### src/rtl/set_bit_walker_if.sv
// Word-in / beat-out handshake bundle for set_bit_walker.
// Both sides use valid/ready: a transfer happens on a cycle where valid and ready are both high;
// valid, once raised, holds along with its payload until that transfer.
interface set_bit_walker_if #(
  parameter int WORD_WIDTH  = 8,
  parameter int INDEX_WIDTH = 3
);
  logic [WORD_WIDTH-1:0]  word_in;
  logic                   word_in_valid;
  logic                   word_in_ready;
  logic [WORD_WIDTH-1:0]  onehot_out;
  logic [INDEX_WIDTH-1:0] index_out;
  logic                   last_out;
  logic                   none_out;
  logic                   out_valid;
  logic                   out_ready;

  modport master (
    output word_in, word_in_valid, out_ready,
    input  word_in_ready, onehot_out, index_out, last_out, none_out, out_valid
  );

  modport slave (
    input  word_in, word_in_valid, out_ready,
    output word_in_ready, onehot_out, index_out, last_out, none_out, out_valid
  );
endinterface

### src/rtl/set_bit_walker.sv
// Walks the set bits of an accepted word, lowest first, one (one-hot, index, last) beat per cycle.
// A zero word yields a single beat flagged none_out.
module set_bit_walker #(
  parameter int WORD_WIDTH  = 8,
  parameter int INDEX_WIDTH = 3
) (
  input  logic               clock,
  input  logic               reset_n,
  set_bit_walker_if.slave    bus,
  output logic               dbg_state
);

  typedef enum logic {IDLE = 1'b0, EMIT = 1'b1} state_t;

  localparam logic [WORD_WIDTH-1:0] ONE = {{(WORD_WIDTH-1){1'b0}}, 1'b1};

  state_t                 state, state_next;
  logic [WORD_WIDTH-1:0]  remaining;
  logic [WORD_WIDTH-1:0]  lowest;
  logic [WORD_WIDTH-1:0]  cleared;
  logic [INDEX_WIDTH-1:0] index;
  logic                   last;
  logic                   emit;
  logic                   beat_done;
  logic                   accept;

  // Modulo 2^WORD_WIDTH arithmetic: a set top bit isolates cleanly with no carry out.
  assign lowest    = remaining & (~remaining + ONE);
  assign cleared   = remaining & (remaining - ONE);
  assign last      = (cleared == '0);
  assign emit      = (state == EMIT);
  assign beat_done = emit && bus.out_ready;
  assign accept    = bus.word_in_valid && bus.word_in_ready;

  always_comb begin
    index = '0;
    for (int i = 0; i < WORD_WIDTH; i++) begin
      if (lowest[i]) index = i[INDEX_WIDTH-1:0];
    end
  end

  // State register
  always_ff @(posedge clock or negedge reset_n) begin
    if (!reset_n) state <= IDLE;
    else          state <= state_next;
  end

  // Next-state logic
  always_comb begin
    state_next = state;
    case (state)
      IDLE: if (bus.word_in_valid) state_next = EMIT;
      EMIT: if (bus.out_ready && last) state_next = bus.word_in_valid ? EMIT : IDLE;
      default: state_next = IDLE;
    endcase
  end

  // Output logic; ready opens in the final beat's handshake cycle so words chain without a bubble
  always_comb begin
    bus.out_valid     = 1'b0;
    bus.word_in_ready = 1'b0;
    case (state)
      IDLE: bus.word_in_ready = 1'b1;
      EMIT: begin
        bus.out_valid     = 1'b1;
        bus.word_in_ready = last && bus.out_ready;
      end
      default: ;
    endcase
  end

  always_ff @(posedge clock or negedge reset_n) begin
    if (!reset_n)       remaining <= '0;
    else if (accept)    remaining <= bus.word_in;
    else if (beat_done) remaining <= cleared;
  end

  assign bus.onehot_out = emit ? lowest : '0;
  assign bus.index_out  = emit ? index  : '0;
  assign bus.last_out   = emit && last;
  assign bus.none_out   = emit && (remaining == '0);
  assign dbg_state      = emit;

endmodule

### src/flat_wrapper.sv
// flat-port wrapper written by rule: the top's interface ports become plain ports
module set_bit_walker_flat 
#(
  parameter int WORD_WIDTH  = 8,
  parameter int INDEX_WIDTH = 3
)
  (clock, reset_n, dbg_state, bus_word_in, bus_word_in_valid, bus_out_ready, bus_word_in_ready, bus_onehot_out, bus_index_out, bus_last_out, bus_none_out, bus_out_valid);
  set_bit_walker_if #(.WORD_WIDTH(WORD_WIDTH), .INDEX_WIDTH(INDEX_WIDTH)) bus_i ();
  input  logic clock;
  input  logic reset_n;
  output logic dbg_state;
  input wire logic [$bits(bus_i.word_in)-1:0] bus_word_in;
  input wire logic [$bits(bus_i.word_in_valid)-1:0] bus_word_in_valid;
  input wire logic [$bits(bus_i.out_ready)-1:0] bus_out_ready;
  output wire logic [$bits(bus_i.word_in_ready)-1:0] bus_word_in_ready;
  output wire logic [$bits(bus_i.onehot_out)-1:0] bus_onehot_out;
  output wire logic [$bits(bus_i.index_out)-1:0] bus_index_out;
  output wire logic [$bits(bus_i.last_out)-1:0] bus_last_out;
  output wire logic [$bits(bus_i.none_out)-1:0] bus_none_out;
  output wire logic [$bits(bus_i.out_valid)-1:0] bus_out_valid;
  assign bus_i.word_in = bus_word_in;
  assign bus_i.word_in_valid = bus_word_in_valid;
  assign bus_i.out_ready = bus_out_ready;
  assign bus_word_in_ready = bus_i.word_in_ready;
  assign bus_onehot_out = bus_i.onehot_out;
  assign bus_index_out = bus_i.index_out;
  assign bus_last_out = bus_i.last_out;
  assign bus_none_out = bus_i.none_out;
  assign bus_out_valid = bus_i.out_valid;
  set_bit_walker #(.WORD_WIDTH(WORD_WIDTH), .INDEX_WIDTH(INDEX_WIDTH)) u_core (.clock(clock), .reset_n(reset_n), .bus(bus_i), .dbg_state(dbg_state));
endmodule
### config.mk
export PLATFORM = sky130hd
export DESIGN_NAME = set_bit_walker_flat
export DESIGN_NICKNAME = d
export VERILOG_FILES = /design/src/rtl/set_bit_walker_if.sv /design/src/rtl/set_bit_walker.sv /design/src/flat_wrapper.sv
export SDC_FILE = /design/constraint.sdc
export NUM_CORES = 1
export LEC_CHECK = 0
export CORE_MARGIN = 5
export CORE_UTILIZATION = 50
export CTS_CLUSTER_SIZE = 28
export DETAILED_ROUTE_END_ITERATION = 10
export DONT_BUFFER_PORTS = 1
export PLACE_DENSITY_LB_ADDON = 0.25
export SETUP_SLACK_MARGIN = 0.4
export SLEW_MARGIN = 20
export SYNTH_ARGS = -nofsm -noshare
export SYNTH_HDL_FRONTEND = slang
export SYNTH_SLANG_ARGS = --single-unit
### constraint.sdc
create_clock -name clock -period 4.85 [get_ports clock]
set_input_delay 0.97 -clock clock [delete_from_list [all_inputs] [get_ports clock]]
set_output_delay 0.97 -clock clock [all_outputs]
set_load 0.02 [all_outputs]
==> results of run 1 <==
==> where the power goes <==
part           leakage (nW)  switching, mW  total [mW]  internal, mW
Sequential            0.112          0.104       0.210         0.106
Clock                0.0150         0.0260      0.0577        0.0317
Combinational         0.191          0.279       0.424         0.144
Total                 0.318          0.409       0.691         0.283
==> through the flow <==
| step | power, mW | hold WS [ps] |
|---|---|---|
| 2_1_floorplan | 0.578 | 663 |
| 3_3_place_gp | 0.630 | 675 |
| 3_5_place_dp | 0.633 | 675 |
| 4_1_cts | 0.693 | 391 |
| 5_1_grt | 0.751 | 384 |
| 6_report | 0.691 | 396 |
==> worst max-delay path: cells and delay by family (launching register included) <==
family,cells,cell delay [ps]
DFF,1,510
and+or+nand+nor,3,950
AOI/OAI and AO/OA,1,650
==> final timing paths <==
path	slack, ps	end	start
min in group clock	750	u_core.remaining[4]	u_core.remaining[4]
hold / removal	400	u_core.remaining[5]	reset_n
max in group asynchronous	4380	u_core.remaining[6]	reset_n
hold reg to reg	750	u_core.remaining[4]	u_core.remaining[4]
setup reg to reg	2910	u_core.remaining[7]	u_core.remaining[0]
setup / recovery	1520	bus_index_out[0]	u_core.remaining[0]
==> metal layers <==
layer	up-vias	routed length, um	global-route usage
met5	-	0	0
met4	0	37	0.0766
met3	5	232	0.0533
met2	42	893	0.244
met1	386	896	0.225
li1	386	-	-
==> placed cells by master (no fill, tap or decap), types with 3 or more instances in the layout <==
master and instances:
a21oi_1 3, and3_1 3, o211ai_1 3, nand2_1 16
o221ai_1 5, clkbuf_4 3, inv_1 3, dfrtp_1 9
nand3_1 4, nor2_1 7, o21ai_0 3, nand4_1 7
nor3_1 5
==> sequential cells by signal (all words and copies together), names as in the netlist <==
signal,cells
u_core.remaining,8
u_core.dbg_state,1
==> cell type report <==
class                           count  area, um^2
Fill cell                         151         704
Multi-Input combinational cell     82         537
Sequential cell                     9         225
Clock buffer                        4        26.3
Tap cell                           16        20.0
Inverter                            3        11.3
==> kinds of logic after synthesis <==
kind of cell | after synthesis | synth area share
flops | 9 | 0.274
compound gates | 27 | 0.277
fa+ha+maj | 1 | 0.0122
buf+inv | 12 | 0.0717
simple gates | 54 | 0.364
==> run_results.csv, run 1 <==
group,metric,value,unit
timing,slew_headroom,0.487,
cells_and_area,final_nets,111,
timing,rsz0062_at_grt,"false",
critical_path,critPathSlowestCell,"a221oi_1",
synthesis,yosysMostFrequentCell,"nand2_1",
floorplan,coreArea,1520,um^2
critical_path,slowest_delay,650,ps
placed_design,globalplace.congestion,0.803,
floorplan,pin_count,28,
timing,final.min_clock_period,3330,ps
synthesis,synthesis.nets,115,
timing,fin_skew,6.16,ps
clock_network,cts_setup_buffers,0,
placed_design,dp_hpwl,1.51,mm
clock_network,cts.hold.buffers_added,0,
clock_network,htree_levels,1,
clock_network,tritoncts,"built",
detailed_routing,vias_per_cell,7.18,
synthesis,yosysTopAreaCell,"dfrtp_1",
floorplan,die_h,50.5,um
cells_and_area,drive_gt1_frac,0.102,
run_status,status,"finished, final reports clean",
detailed_routing,wl_per_cell,18.1,um
timing,finalCritPeriodShare,0.688,
critical_path,required,3880,ps
detailed_routing,drtIter0Drc,29,
synthesis,synth_area_per_cell,7.97,um^2
synthesis,synth_cells,103,
critical_path,r2r_cells,4,
detailed_routing,via_count,819,
critical_path,crit_type,"reg2out",
synthesis,synth_area_leaders,"dfrtp_1, nand2_1, nand4_1",
critical_path,cp_cell_sequence,"or3_4 > nor4_2 > nand2_1 > a221oi_1",
critical_path,cp-start-kind,"flop",
clock_network,cts-root-buf,"clkbuf_4",
power_and_ir_drop,p_per_area,844,nW/um^2
grt,grt_max_degree,18,
grt,grt.total_usage,0.168,
placed_design,portBuffers,0,
clock_network,clkTransAtPathRegs,60,ps
timing,finalSetupViolations,0,
synthesis,yosys.area.top_type_share,0.274,
detailed_routing,drt_pre_antenna_iters,4,
synthesis,synth_cell_types,39,
grt,grt_pass1_wl,3.42,mm
clock_network,clk_latency,260,ps
cells_and_area,postLayoutCellArea,820,um^2
clock_network,cts.path.max_buffers,2,
power_and_ir_drop,p_leak,0.318,nW
floorplan,die_area,2550,um^2
grt,grt_pass1_vias,737,
timing,worst_slack,1520,ps
cells_and_area,instances_no_fill,114,
timing,fmax,0.300,GHz
synthesis,ys.flop_type,"dfrtp_1",
floorplan,initial_core_util,0.539,
critical_path,critPathMaxFanout,11,
clock_network,cts-resized-gates,0,
min_path,hp-class,"in2async",
timing,fin_tns_setup,0,ps
timing,hold_violations,0,
cells_and_area,antenna_cells,0,
floorplan,die_x,50.5,um
cells_and_area,syn_to_final_growth,-0.152,%
power_and_ir_drop,peakVddDrop,304,uV
floorplan,rows,14,
critical_path,end_kind,"output port",
synthesis,synth.ff_latch_count,9,
synthesis,netlist_area,821,um^2
synthesis,synth_common_cells,"nand2_1, dfrtp_1, nand4_1, nor2_1",
synthesis,yosysSeqAreaShare,0.274,
placed_design,place_inst,110,
detailed_routing,drcViolationCount,0,
timing,tightest_slew,770,ps
synthesis,async_reset_ff_frac,1.00,
grt,antenna_found_initial,0,
placed_design,place_area,793,um^2
synthesis,synth_edf_count,0,
clock_network,cts_buffers,3,
detailed_routing,ant_nets,0,
clock_network,cts_sinks,9,
synthesis,yosysWarnings,0,
timing,report.final.slew_viol_count,0,
placed_design,pre_cts_slack,1790,ps
detailed_routing,routed_wl,2.06,mm
critical_path,arrival,2360,ps
grt,grt-ovfl-total,0,
flow_run,cap_violations,0,
cells_and_area,utilization,0.538,
Power figures use the tool's default switching activity.
==> inputs of run 2 (changes only) <==
==> constraint.sdc (replaced) <==
create_clock -name clock -period 2.9 [get_ports clock]
set_input_delay 0.58 -clock clock [delete_from_list [all_inputs] [get_ports clock]]
set_output_delay 0.58 -clock clock [all_outputs]
set_load 0.02 [all_outputs]
==> run 2 against run 1 <==
Worst setup slack worse by 1100 ps. Sequential power up 39%. First-iteration DRC count down 52%. Hold slack better by 29 ps. Cell area up 17%. Non-clock buffer count up 13. Global-route usage up 2.1 points. Flip-flop and latch count unchanged. Via count up 1.2%.
==> run_results.csv, run 2 (synthesis gave the netlist of run 1 again) <==
group,metric,value,unit
grt,top_usage_layer,"met2",
timing,tightest_slew,658,ps
floorplan,rows,14,
placed_design,dp_hpwl,1.63,mm
cells_and_area,drive_gt1_frac,0.243,
critical_path,end_kind,"output port",
power_and_ir_drop,peakVddDrop,505,uV
grt,antenna_found_initial,0,
critical_path,arrival,1880,ps
timing,final.min_clock_period,2460,ps
cells_and_area,layout_common_cells,"nand2_1, buf_4, nand4_1, dfrtp_1, nor2_1",
detailed_routing,routed_wl,2.21,mm
grt,grt_max_degree,16,
critical_path,cp_cell_sequence,"or3_4 > or4_4 > o32a_1 > nor2_4",
min_path,hp-class,"in2reg",
critical_path,critPathMaxFanout,5,
grt,grt_pass1_wl,3.80,mm
timing,fin_skew,2.12,ps
grt,grt-ovfl-total,0,
critical_path,required,2320,ps
grt,grtUsageMet1,0.241,
floorplan,die_x,50.5,um
detailed_routing,drcViolationCount,0,
critical_path,critPathSlowestCell,"or4_4",
grt,grt_pass1_vias,813,
timing,fmax,0.406,GHz
cells_and_area,final_nets,124,
timing,finalCritPeriodShare,0.848,
cells_and_area,regMostFlops,"u_core.remaining",
critical_path,slowest_delay,440,ps
floorplan,initial_core_util,0.539,
placed_design,portBuffers,0,
cells_and_area,multiInputGateArea,561,um^2
clock_network,cts.path.max_buffers,2,
cells_and_area,fill_cells,129,
floorplan,pin_count,28,
critical_path,crit_type,"reg2out",
critical_path,critPathTopFamily,"simple AND/OR/NAND/NOR gates",
detailed_routing,vias_per_cell,6.53,
placed_design,globalplace.congestion,0.785,
clock_network,cts_sinks,9,
cells_and_area,syn_to_final_growth,16.8,%
timing,rsz0062_at_grt,"true",
grt,grt_use_met2,0.302,
timing,report.final.slew_viol_count,0,
critical_path,cp-start-kind,"flop",
run_status,status,"finished, final reports clean",
timing,hold_violations,0,
min_path,hold_depth,1,
grt,grt.met3_usage,0.0473,
detailed_routing,wl_per_cell,17.4,um
cells_and_area,largest_reg_flops,8,
floorplan,die_h,50.5,um
detailed_routing,drt_pre_antenna_iters,6,
clock_network,htree_levels,1,
power_and_ir_drop,report.power.total,1.34,mW
floorplan,die_area,2550,um^2
cells_and_area,regArea,228,um^2
clock_network,clk_latency,260,ps
clock_network,tritoncts,"built",
cells_and_area,layout_commonest_cell,"nand2_1",
clock_network,clkTransAtPathRegs,60,ps
power_and_ir_drop,p_leak,0.387,nW
power_and_ir_drop,p_per_area,1400,nW/um^2
floorplan,coreArea,1520,um^2
critical_path,crit_cells,4,
timing,slew_headroom,0.558,
clock_network,cts-root-buf,"clkbuf_4",
cells_and_area,antenna_cells,0,
critical_path,critPathBufInv,0,
timing,finalSetupViolations,0,
detailed_routing,drtIter0Drc,14,
clock_network,cts_buffers,3,
critical_path,r2r_cells,7,
detailed_routing,ant_nets,0,
timing,fin_tns_setup,0,ps
flow_run,cap_violations,0,
detailed_routing,via_count,829,
grt,grt.total_usage,0.189,
==> run 2: path summary, 6_finish.rpt <==
check	from	end	slack, ps
worst max-delay path	u_core.remaining[2]	bus_index_out[1]	440
worst min-delay path	bus_word_in_valid	u_core.dbg_state	420
worst max register to register	u_core.remaining[1]	u_core.remaining[7]	890
worst min register to register	u_core.remaining[0]	u_core.remaining[0]	740
max in group asynchronous	reset_n	u_core.remaining[2]	1890
min in group asynchronous	reset_n	u_core.remaining[5]	690
==> run 2: what timing repair did <==
item / 4_1_cts / 5_1_grt
endpoints found under the setup margin: 7 / 3
buffers inserted: 5 / 0
pin swaps: 5 / 1
resized for setup: 7 / 0
hold buffers: 0 / 1
hold endpoints to repair: 0 / 9
==> run 2: cell type report <==
type                       instances  share of cell area
inverter                           3              0.0117
sequential                         9               0.238
multi-input combinational         82               0.585
clock buffer                       4              0.0274
timing repair buffer              13               0.117
tap                               16              0.0209
==> run 2: metrics by stage <==
stage | hold slack [ps] | worst slack, ps | cells | area [um^2] | util
after global routing | 440 | 352 | 127 | 958 | 0.629
after floorplan | 284 | 456 | 103 | 821 | -
after global placement | 285 | 444 | 117 | 846 | 0.555
after CTS | 0.946 | 412 | 126 | 948 | 0.622
after detailed placement | 285 | 407 | 117 | 846 | 0.555
final | 424 | 440 | 127 | 958 | 0.629
==> run 2: report_power, final <==
part / leakage (nW) / switching, mW / internal (mW) / total, mW
logic: 0.263 / 0.590 / 0.365 / 0.956
registers: 0.109 / 0.111 / 0.181 / 0.292
clock network: 0.0150 / 0.0441 / 0.0531 / 0.0972
==> run 2: routing by layer <==
| metal | part of all wire | up-vias |
|---|---|---|
| li1 | - | 410 |
| met1 | 0.41 | 381 |
| met2 | 0.48 | 33 |
| met3 | 0.091 | 5 |
| met4 | 0.019 | 0 |
| met5 | 0 | - |
